$ cat src/rtl/cpu_control_pkg.sv
// Shared types and encodings for the CPU control unit: FSM states, instruction
// classes, memory/writeback codes and the registered control-word layout.
package cpu_control_pkg;

    typedef enum logic [4:0] {
        S_RST, S_IF1, S_IF2, S_UPD_PC, S_DECODE,
        S_WR_IMM, S_GET_A, S_GET_B, S_CALC, S_WR_REG,
        S_ADDR, S_LD_ADDR, S_MEM_RD, S_WB_MEM,
        S_PASS_B, S_MEM_WR, S_HALT
    } state_t;

    typedef enum logic [3:0] {
        C_MOV_IMM, C_MOV_REG, C_MVN, C_ADD, C_AND,
        C_CMP, C_LDR, C_STR, C_HALT
    } instr_class_t;

    localparam logic [2:0] OP_LDR = 3'b011;
    localparam logic [2:0] OP_STR = 3'b100;
    localparam logic [2:0] OP_ALU = 3'b101;
    localparam logic [2:0] OP_MOV = 3'b110;

    localparam logic [1:0] MEM_NONE  = 2'b00;
    localparam logic [1:0] MEM_READ  = 2'b01;
    localparam logic [1:0] MEM_WRITE = 2'b10;

    localparam logic [1:0] VSEL_MDATA = 2'b00;
    localparam logic [1:0] VSEL_IMM8  = 2'b01;
    localparam logic [1:0] VSEL_C     = 2'b11;

    localparam logic [1:0] ALU_ADD = 2'b00;

    typedef struct packed {
        logic [2:0] readnum;
        logic [2:0] writenum;
        logic       write;
        logic       loada;
        logic       loadb;
        logic       loadc;
        logic       loads;
        logic       asel;
        logic       bsel;
        logic [1:0] vsel;
        logic [1:0] shift;
        logic [1:0] alu_op;
        logic       load_ir;
        logic       load_pc;
        logic       reset_pc;
        logic       load_addr;
        logic       addr_sel;
        logic [1:0] mem_cmd;
        logic       halted;
    } ctrl_t;

    localparam ctrl_t CTRL_RST = '{reset_pc: 1'b1, load_pc: 1'b1, default: '0};

    function automatic instr_class_t classify(input logic [2:0] op, input logic [1:0] sub);
        instr_class_t c;
        c = C_HALT;
        case ({op, sub})
            {OP_MOV, 2'b10}: c = C_MOV_IMM;
            {OP_MOV, 2'b00}: c = C_MOV_REG;
            {OP_ALU, 2'b11}: c = C_MVN;
            {OP_ALU, 2'b00}: c = C_ADD;
            {OP_ALU, 2'b10}: c = C_AND;
            {OP_ALU, 2'b01}: c = C_CMP;
            {OP_LDR, 2'b00}: c = C_LDR;
            {OP_STR, 2'b00}: c = C_STR;
            default:         c = C_HALT;
        endcase
        return c;
    endfunction

endpackage

$ cat src/rtl/cpu_control_instr_dec.sv
// Instruction decoder: splits the IR into register/shift fields, sign-extends
// the immediates and classifies the instruction for FSM dispatch.
module cpu_control_instr_dec
    import cpu_control_pkg::*;
(
    input  logic [15:0]  ir,
    output logic [1:0]   sub,
    output logic [2:0]   rn,
    output logic [2:0]   rd,
    output logic [1:0]   sh,
    output logic [2:0]   rm,
    output logic [15:0]  sximm5,
    output logic [15:0]  sximm8,
    output instr_class_t iclass
);

    assign sub    = ir[12:11];
    assign rn     = ir[10:8];
    assign rd     = ir[7:5];
    assign sh     = ir[4:3];
    assign rm     = ir[2:0];
    assign sximm5 = {{11{ir[4]}}, ir[4:0]};
    assign sximm8 = {{8{ir[7]}}, ir[7:0]};
    assign iclass = classify(ir[15:13], ir[12:11]);

endmodule

$ cat src/rtl/cpu_control.sv
// Control unit FSM: fetch / decode / execute sequencing for the 16-bit datapath.
// Outputs are registered alongside the state, so they are a pure function of state + IR.
//
//  state     | meaning
//  ----------+---------------------------------------------------------
//  RST       | reset held: clear PC
//  IF1/IF2   | read instruction at PC; IF2 latches IR
//  UPD_PC    | advance PC
//  DECODE    | dispatch on op/sub
//  WR_IMM    | Rn <= sximm8
//  GET_A/B   | load A (Rn) / B (Rm, or Rd for STR)
//  CALC      | ALU op into C (status only for CMP)
//  WR_REG    | Rd <= C
//  ADDR      | C <= A + sximm5
//  LD_ADDR   | address register <= C
//  MEM_RD    | read data memory
//  WB_MEM    | Rd <= mdata
//  PASS_B    | C <= B (store data)
//  MEM_WR    | write data memory
//  HALT      | stopped until reset
module cpu_control
    import cpu_control_pkg::*;
(
    input  logic        clk,
    input  logic        reset,
    input  logic [15:0] ir_in,
    output logic [2:0]  readnum,
    output logic [2:0]  writenum,
    output logic        write,
    output logic        loada,
    output logic        loadb,
    output logic        loadc,
    output logic        loads,
    output logic        asel,
    output logic        bsel,
    output logic [1:0]  vsel,
    output logic [1:0]  shift,
    output logic [1:0]  ALUop,
    output logic [15:0] sximm5,
    output logic [15:0] sximm8,
    output logic        load_ir,
    output logic        load_pc,
    output logic        reset_pc,
    output logic        load_addr,
    output logic        addr_sel,
    output logic [1:0]  mem_cmd,
    output logic        halted
);

    state_t       state, state_nxt;
    ctrl_t        ctrl, ctrl_nxt;
    logic [15:0]  ir;
    logic [1:0]   sub, sh;
    logic [2:0]   rn, rd, rm;
    instr_class_t iclass;

    cpu_control_instr_dec u_dec (
        .ir     (ir),
        .sub    (sub),
        .rn     (rn),
        .rd     (rd),
        .sh     (sh),
        .rm     (rm),
        .sximm5 (sximm5),
        .sximm8 (sximm8),
        .iclass (iclass)
    );

    always_comb begin
        state_nxt = state;
        case (state)
            S_RST:     state_nxt = S_IF1;
            S_IF1:     state_nxt = S_IF2;
            S_IF2:     state_nxt = S_UPD_PC;
            S_UPD_PC:  state_nxt = S_DECODE;
            S_DECODE: begin
                case (iclass)
                    C_MOV_IMM:                   state_nxt = S_WR_IMM;
                    C_MOV_REG, C_MVN:            state_nxt = S_GET_B;
                    C_ADD, C_AND, C_CMP,
                    C_LDR, C_STR:                state_nxt = S_GET_A;
                    default:                     state_nxt = S_HALT;
                endcase
            end
            S_WR_IMM:  state_nxt = S_IF1;
            S_GET_A:   state_nxt = (iclass == C_LDR || iclass == C_STR) ? S_ADDR : S_GET_B;
            S_GET_B:   state_nxt = (iclass == C_STR) ? S_PASS_B : S_CALC;
            S_CALC:    state_nxt = (iclass == C_CMP) ? S_IF1 : S_WR_REG;
            S_WR_REG:  state_nxt = S_IF1;
            S_ADDR:    state_nxt = S_LD_ADDR;
            S_LD_ADDR: state_nxt = (iclass == C_STR) ? S_GET_B : S_MEM_RD;
            S_MEM_RD:  state_nxt = S_WB_MEM;
            S_WB_MEM:  state_nxt = S_IF1;
            S_PASS_B:  state_nxt = S_MEM_WR;
            S_MEM_WR:  state_nxt = S_IF1;
            S_HALT:    state_nxt = S_HALT;
            default:   state_nxt = S_HALT;
        endcase
    end

    // Control word for the state being entered; IR is already stable whenever it matters.
    always_comb begin
        ctrl_nxt = '0;
        case (state_nxt)
            S_RST:     ctrl_nxt = CTRL_RST;
            S_IF1: begin
                ctrl_nxt.addr_sel = 1'b1;
                ctrl_nxt.mem_cmd  = MEM_READ;
            end
            S_IF2: begin
                ctrl_nxt.addr_sel = 1'b1;
                ctrl_nxt.mem_cmd  = MEM_READ;
                ctrl_nxt.load_ir  = 1'b1;
            end
            S_UPD_PC:  ctrl_nxt.load_pc = 1'b1;
            S_WR_IMM: begin
                ctrl_nxt.writenum = rn;
                ctrl_nxt.vsel     = VSEL_IMM8;
                ctrl_nxt.write    = 1'b1;
            end
            S_GET_A: begin
                ctrl_nxt.readnum = rn;
                ctrl_nxt.loada   = 1'b1;
            end
            S_GET_B: begin
                ctrl_nxt.readnum = (iclass == C_STR) ? rd : rm;
                ctrl_nxt.loadb   = 1'b1;
            end
            S_CALC: begin
                ctrl_nxt.shift  = sh;
                ctrl_nxt.alu_op = (iclass == C_MOV_REG) ? ALU_ADD : sub;
                ctrl_nxt.asel   = (iclass == C_MOV_REG);
                ctrl_nxt.loads  = (iclass == C_CMP);
                ctrl_nxt.loadc  = (iclass != C_CMP);
            end
            S_WR_REG: begin
                ctrl_nxt.writenum = rd;
                ctrl_nxt.vsel     = VSEL_C;
                ctrl_nxt.write    = 1'b1;
            end
            S_ADDR: begin
                ctrl_nxt.bsel   = 1'b1;
                ctrl_nxt.alu_op = ALU_ADD;
                ctrl_nxt.loadc  = 1'b1;
            end
            S_LD_ADDR: ctrl_nxt.load_addr = 1'b1;
            S_MEM_RD:  ctrl_nxt.mem_cmd   = MEM_READ;
            S_WB_MEM: begin
                ctrl_nxt.mem_cmd  = MEM_READ;
                ctrl_nxt.vsel     = VSEL_MDATA;
                ctrl_nxt.writenum = rd;
                ctrl_nxt.write    = 1'b1;
            end
            S_PASS_B: begin
                ctrl_nxt.asel  = 1'b1;
                ctrl_nxt.loadc = 1'b1;
            end
            S_MEM_WR:  ctrl_nxt.mem_cmd = MEM_WRITE;
            S_HALT:    ctrl_nxt.halted  = 1'b1;
            default:   ctrl_nxt = '0;
        endcase
    end

    always_ff @(posedge clk) begin
        if (reset) begin
            state <= S_RST;
            ctrl  <= CTRL_RST;
            ir    <= '0;
        end else begin
            state <= state_nxt;
            ctrl  <= ctrl_nxt;
            if (ctrl.load_ir)
                ir <= ir_in;
        end
    end

    assign readnum   = ctrl.readnum;
    assign writenum  = ctrl.writenum;
    assign write     = ctrl.write;
    assign loada     = ctrl.loada;
    assign loadb     = ctrl.loadb;
    assign loadc     = ctrl.loadc;
    assign loads     = ctrl.loads;
    assign asel      = ctrl.asel;
    assign bsel      = ctrl.bsel;
    assign vsel      = ctrl.vsel;
    assign shift     = ctrl.shift;
    assign ALUop     = ctrl.alu_op;
    assign load_ir   = ctrl.load_ir;
    assign load_pc   = ctrl.load_pc;
    assign reset_pc  = ctrl.reset_pc;
    assign load_addr = ctrl.load_addr;
    assign addr_sel  = ctrl.addr_sel;
    assign mem_cmd   = ctrl.mem_cmd;
    assign halted    = ctrl.halted;

endmodule

$ cat config.mk
export PLATFORM = sky130hd
export DESIGN_NAME = cpu_control
export DESIGN_NICKNAME = d
export VERILOG_FILES = /design/src/rtl/cpu_control_pkg.sv /design/src/rtl/cpu_control_instr_dec.sv /design/src/rtl/cpu_control.sv
export SDC_FILE = /design/constraint.sdc
export NUM_CORES = 1
export LEC_CHECK = 0
export ABC_CLOCK_PERIOD_IN_PS = 2400
export CAP_MARGIN = 0
export CORE_MARGIN = 10
export CORE_UTILIZATION = 46
export CTS_CLUSTER_DIAMETER = 200
export DETAILED_ROUTE_END_ITERATION = 8
export PLACE_DENSITY_LB_ADDON = 0.08
export SLEW_MARGIN = 20
export SYNTH_ARGS = -nofsm -noshare
export SYNTH_HDL_FRONTEND = slang
export SYNTH_SLANG_ARGS = --single-unit
export TNS_END_PERCENT = 30
$ cat constraint.sdc
create_clock -name clk -period 2.4 [get_ports clk]
set_input_delay 0.72 -clock clk [delete_from_list [all_inputs] [get_ports clk]]
set_output_delay 0.72 -clock clk [all_outputs]
set_load 0.01 [all_outputs]
**Word level (Yosys, flattened, before mapping)**

Memories as Yosys holds them, arrays and structs flattened. A register that Yosys moved wholly into a read port is not among the register bits.
Index checks and enable logic that the tools add are counted.

- Flip-flop bits (word level): 48
- Memories: 2
- Output and inout bits: 59
- Memory bits (read-only): 144

Memory list:

| name | depth | width | read ports | clocked after memory_dff | wr ports | RTL line | RTL |
|---|---|---|---|---|---|---|---|
| (no name shown) | 32 | 4 | 1 | 1 | 0 | cpu_control_pkg.sv:59 | `case ({op, sub})` |
| (no name shown) | 8 | 2 | 1 | 0 | 0 | cpu_control.sv:77 | `case (iclass)` |

- Multiplexer cells: 24
- Equal/unequal tests: 35
- Reduce and logical (&&, ||, !) cells: 11
- Bitwise logic cells: 1

Operators with widths:

| operator | count |
|---|---|
| 5-bit by 4-bit equality test with 1-bit output (second input constant) | 16 |
| 5-bit case mux with 12 select lines | 1 |
| 5-bit by 3-bit equality test with 1-bit output (second input constant) | 7 |
| 5-bit by 2-bit equality test with 1-bit output (second input constant) | 4 |
| 5-bit 2-to-1 mux | 3 |
| 4-bit by 3-bit equality test with 1-bit output (second input constant) | 3 |
| 4-bit 2-to-1 mux | 3 |
| 5-bit by 1-bit equality test with 1-bit output (second input constant) | 2 |
| 5-bit zero test | 2 |
| 2-bit OR reduction | 5 |
| 1-bit 2-to-1 mux | 9 |
| 2-bit case mux with 2 select lines | 2 |
| 4-bit case mux with 2 select lines | 1 |
| 3-bit 2-to-1 mux | 2 |
| 3-bit case mux with 2 select lines | 1 |
| 5-bit equality test (second input constant) | 1 |
| 5-bit OR reduction | 1 |
| 4-bit by 1-bit equality test with 1-bit output (second input constant) | 1 |
| 4-bit by 3-bit inequality test with 1-bit output (second input constant) | 1 |
| 1-bit case mux with 2 select lines | 2 |
| 4-bit OR reduction | 1 |
| 3-bit OR reduction | 1 |
| 1-bit logical OR | 1 |
| 1-bit NOT | 1 |

**Logic depth before layout (Yosys ltp)**

- Word-level depth: 7
- Mapped depth: 8

**Modules after synthesis**

From an unflattened synthesis, not the netlist that was laid out.

- Cells, all modules: 262
- Area, all modules: 2453.6 um2

Modules (own cells, without submodules):

| module | instances | area an instance (um2) | cells each |
|---|---|---|---|
| cpu_control | 1 | 1959.4 | 199 |
| cpu_control_instr_dec | 1 | 494.2 | 63 |

**Least setup slack after synthesis**

OpenSTA, ideal clock, no wires.

- Kind: input -> register
- Start point: in reset
- End point: reg u_dec.iclass[1] (netlist name)
- Library setup time: 74 ps
- Cell stages on the path: 7
- Required time: 2326 ps
- Setup slack: 462 ps
- Data arrival time: 1863 ps
- Cells stage by stage: clkbuf_1 or2_0 clkbuf_1 nor4_1 a21oi_1 nand2b_1 o21ai_0

- Longest elaborated chain between the ends: 1

Ends and longest elaborated chain:

| item | RTL line | RTL |
|---|---|---|
| start: declaration | cpu_control.sv:25 | `input logic reset,` |
| 5-bit 2-to-1 mux (no source line) | - |  |

Every way passes these cells.
A chain may end at the register's enable or synchronous reset.

**Final worst setup path**

- Start point: reg ir[4]
- End point: out sximm5[11]

RTL lines:

| item | RTL line | RTL |
|---|---|---|
| start: declaration | cpu_control.sv:52 | `logic [15:0] ir;` |
| start signal: assignment | cpu_control.sv:173 | `ir <= ir_in;` |
| end: declaration | cpu_control.sv:39 | `output logic [15:0] sximm5,` |

No word-level cell between the ends.

==> run metrics <==
Antenna Cells 0; Syn-to-layout area delta 30.1%; Num Clock Sinks 52; Syn Inst Count 248; Placed Area around 3000 um2; part of the Yosys area used for sequential elements roughly 44%; vias per inst 4.84; CP Buf/Inv Count 1; Comb power frac between 30% and 40%; TritonRoute pass-1 iters 4; post-route ant nets 0; drt total wl about 5500 um; H-tree depth 2; worst stage delay on the critical path between 0.6 and 0.7 ns; DR vias ~1,800; Non-Filler Instances ~370; DR WL/cell roughly 15 um; overall die area approximately 8400 um2; Final min period around 2.3 ns; CP cell instances clkdlybuf4s50_1; overall global routing resource usage between 10 and 15%; drt drc 0; Area contributors post-synth dfxtp_1 44%, buf_4 11%, mux2i_1 8.4%, nor2_1 5.7%, a21oi_1 2.3%; Yosys top cell area share between 40% and 50%; vias in the first global route approximately 1,700; commonest cells after routing, fill and taps aside 76 x clkdlybuf4s50_1, 52 x dfxtp_1, 36 x nor2_1; max cap viols 0; Port Buffers 76; gpl congestion slightly below 0.8; Syn Area/Cell 9.58 um2; Worst Hold Class reg2reg; hpwl dp approximately 4200 um; synth warn 0; die span in y about 92 um; Final Setup Violations 0; Pwr Density 760 nW/um2; WS Path Type reg2out; Setup crit end kind output port; unrepaired setup endpoints after global routing no; Slew headroom 63.7%; status completed; Layout Nets 313; clk slew on worst S/H paths approximately 0.090 ns; CTS root buf clkbuf_8; post-route cell area 3090 um2; CTS buffer count 5; initial core utilization 47.1%; delay-heaviest family, CP buffers and inverters; Final Hold Viols 0; maximum root-to-sink buffer count 2; grt total ovfl 0; initial antenna violation count 0; commonest non-fill, non-tap cell in the layout clkdlybuf4s50_1; pin count of the biggest net entering global routing 17; Pins Over Slew Limit 0; Yosys reg bits 52; io pins 77; Max VDD drop slightly above 0.5 mV; row count 26; Leakage 1.13 nW; Net Sw Frac between 30% and 40%; synthesized net count about 270; Worst Path Max Fanout 15; dominant synthesized flop cell dfxtp_1; placed instance count between 300 and 400; Post-synth ARST share 0%; Synth area leader dfxtp_1; arrival time worst endpoint around 1.5 ns; Worst-Margin Slew 0.545 ns; DRT iter0 DRCs 61; Worst EP required around 1.7 ns; slowest stage cell, crit path clkdlybuf4s50_1; Core Box Area between 5000 and 6000 um2; count of flip-flops with a built-in enable after synthesis 0; Int Power between 0.0015 and 0.002 W; FMAX about 440 MHz; Synth Cell Area 2370 um2; Net Switching slightly above 0.0007 W; clock network fraction of total power about a quarter; Util after Layout roughly three fifths; CTS tree yes; Cell variety after synth between 50 and 60; first-pass GRT wire length about 8800 um; sequential power share 44.0%; skew final approximately 0.0086 ns; die width between 90 and 100 um; share of cells above drive strength 1 12.2%; setup TNS 0 ns; Worst setup SP type flop; clk_lat worst skew slightly above 0.3 ns; Tcrit/Tclk final 93.8%; hold_ws between 0.4 and 0.5 ns
## layer usage
metal | track usage [%] | up-vias | part of all wire [%]
li1 | - | 910 | -
met1 | 14.8 | 812 | 44
met2 | 20.9 | 36 | 48
met3 | 5.46 | 7 | 6.8
met4 | 4.24 | 0 | 1.4
met5 | 0 | - | 0
## cell type report
cell class	count	area (um2)
Inverter	5	18.8
Multi-Input combinational cell	146	1010
Clock buffer	5	68.8
Sequential cell	52	1040
Clock inverter	3	42.5
Timing Repair Buffer	84	821
Tap cell	70	87.6
Fill cell	467	1950
## sequential cells by signal, summed over array words and instances (netlist names), 2 cells and up
register	cells
state	5
shift	2
mem_cmd	2
vsel	2
ir	16
u_dec.iclass	4
ALUop	2
readnum	3
writenum	3
## worst paths after layout
check / startpoint / endpoint / slack [ns] / cells past startpoint
min: ir[12] / ALUop[1] / 0.49 / 1
min reg2reg: ir[12] / ALUop[1] / 0.49 / 1
max: ir[4] / sximm5[11] / 0.15 / 1
max reg2reg: state[2] / readnum[2] / 0.28 / 6
## power by group through the flow
stage	clock network [W]	logic [W]	registers (W)
final	0.000596	0.000721	0.00103
after detailed placement	0	0.000727	0.00105
after CTS	0.000613	0.000732	0.00103
after global routing	0.000647	0.000782	0.00105
after floorplan	0	0.000532	0.00103
after global placement	0	0.000727	0.00105
## cells in the mapped netlist, types with 2 or more instances
master    count
a21oi_1      11
and2_1        4
clkbuf_1      3
mux2i_1      20
nand2b_4      2
dfxtp_1      52
inv_1         5
nand3_1       4
a22oi_1       3
nand2b_1      5
nor4_1        2
o21ai_0       3
nand3b_1      2
and3_1        3
buf_4        35
buf_2         3
a221oi_1      2
nor2_2        2
and3_4        2
mux2_2        3
nand2_1       9
buf_1         3
nor3_1        3
nor2_1       36
## timing repair
action                     in CTS  in global routing
hold buffers                    0                  0
setup endpoints to repair       0                  1
buffers inserted                0                  0
gates resized for setup         0                  1
## per-stage QoR
step | total power (W) | setup WS, ns
floorplan | 0.00156 | 0.462
global placement | 0.00178 | 0.247
detailed placement | 0.00178 | 0.196
CTS | 0.00238 | 0.102
global route | 0.00248 | 0.0368
finish | 0.00235 | 0.150
## cells by family (layout without fill, tap and decap cells)
family | after synthesis | in the layout | synth area share, %
compound gates | 30 | 30 | 8.80
xor+xnor | 1 | 1 | 0.369
flops | 52 | 52 | 43.8
fa+ha+maj | 1 | 1 | 0.527
buf+inv | 50 | 97 | 13.9
simple gates | 91 | 91 | 22.7
mux | 23 | 23 | 9.85
No activity file was read; power rests on OpenSTA's default activity.
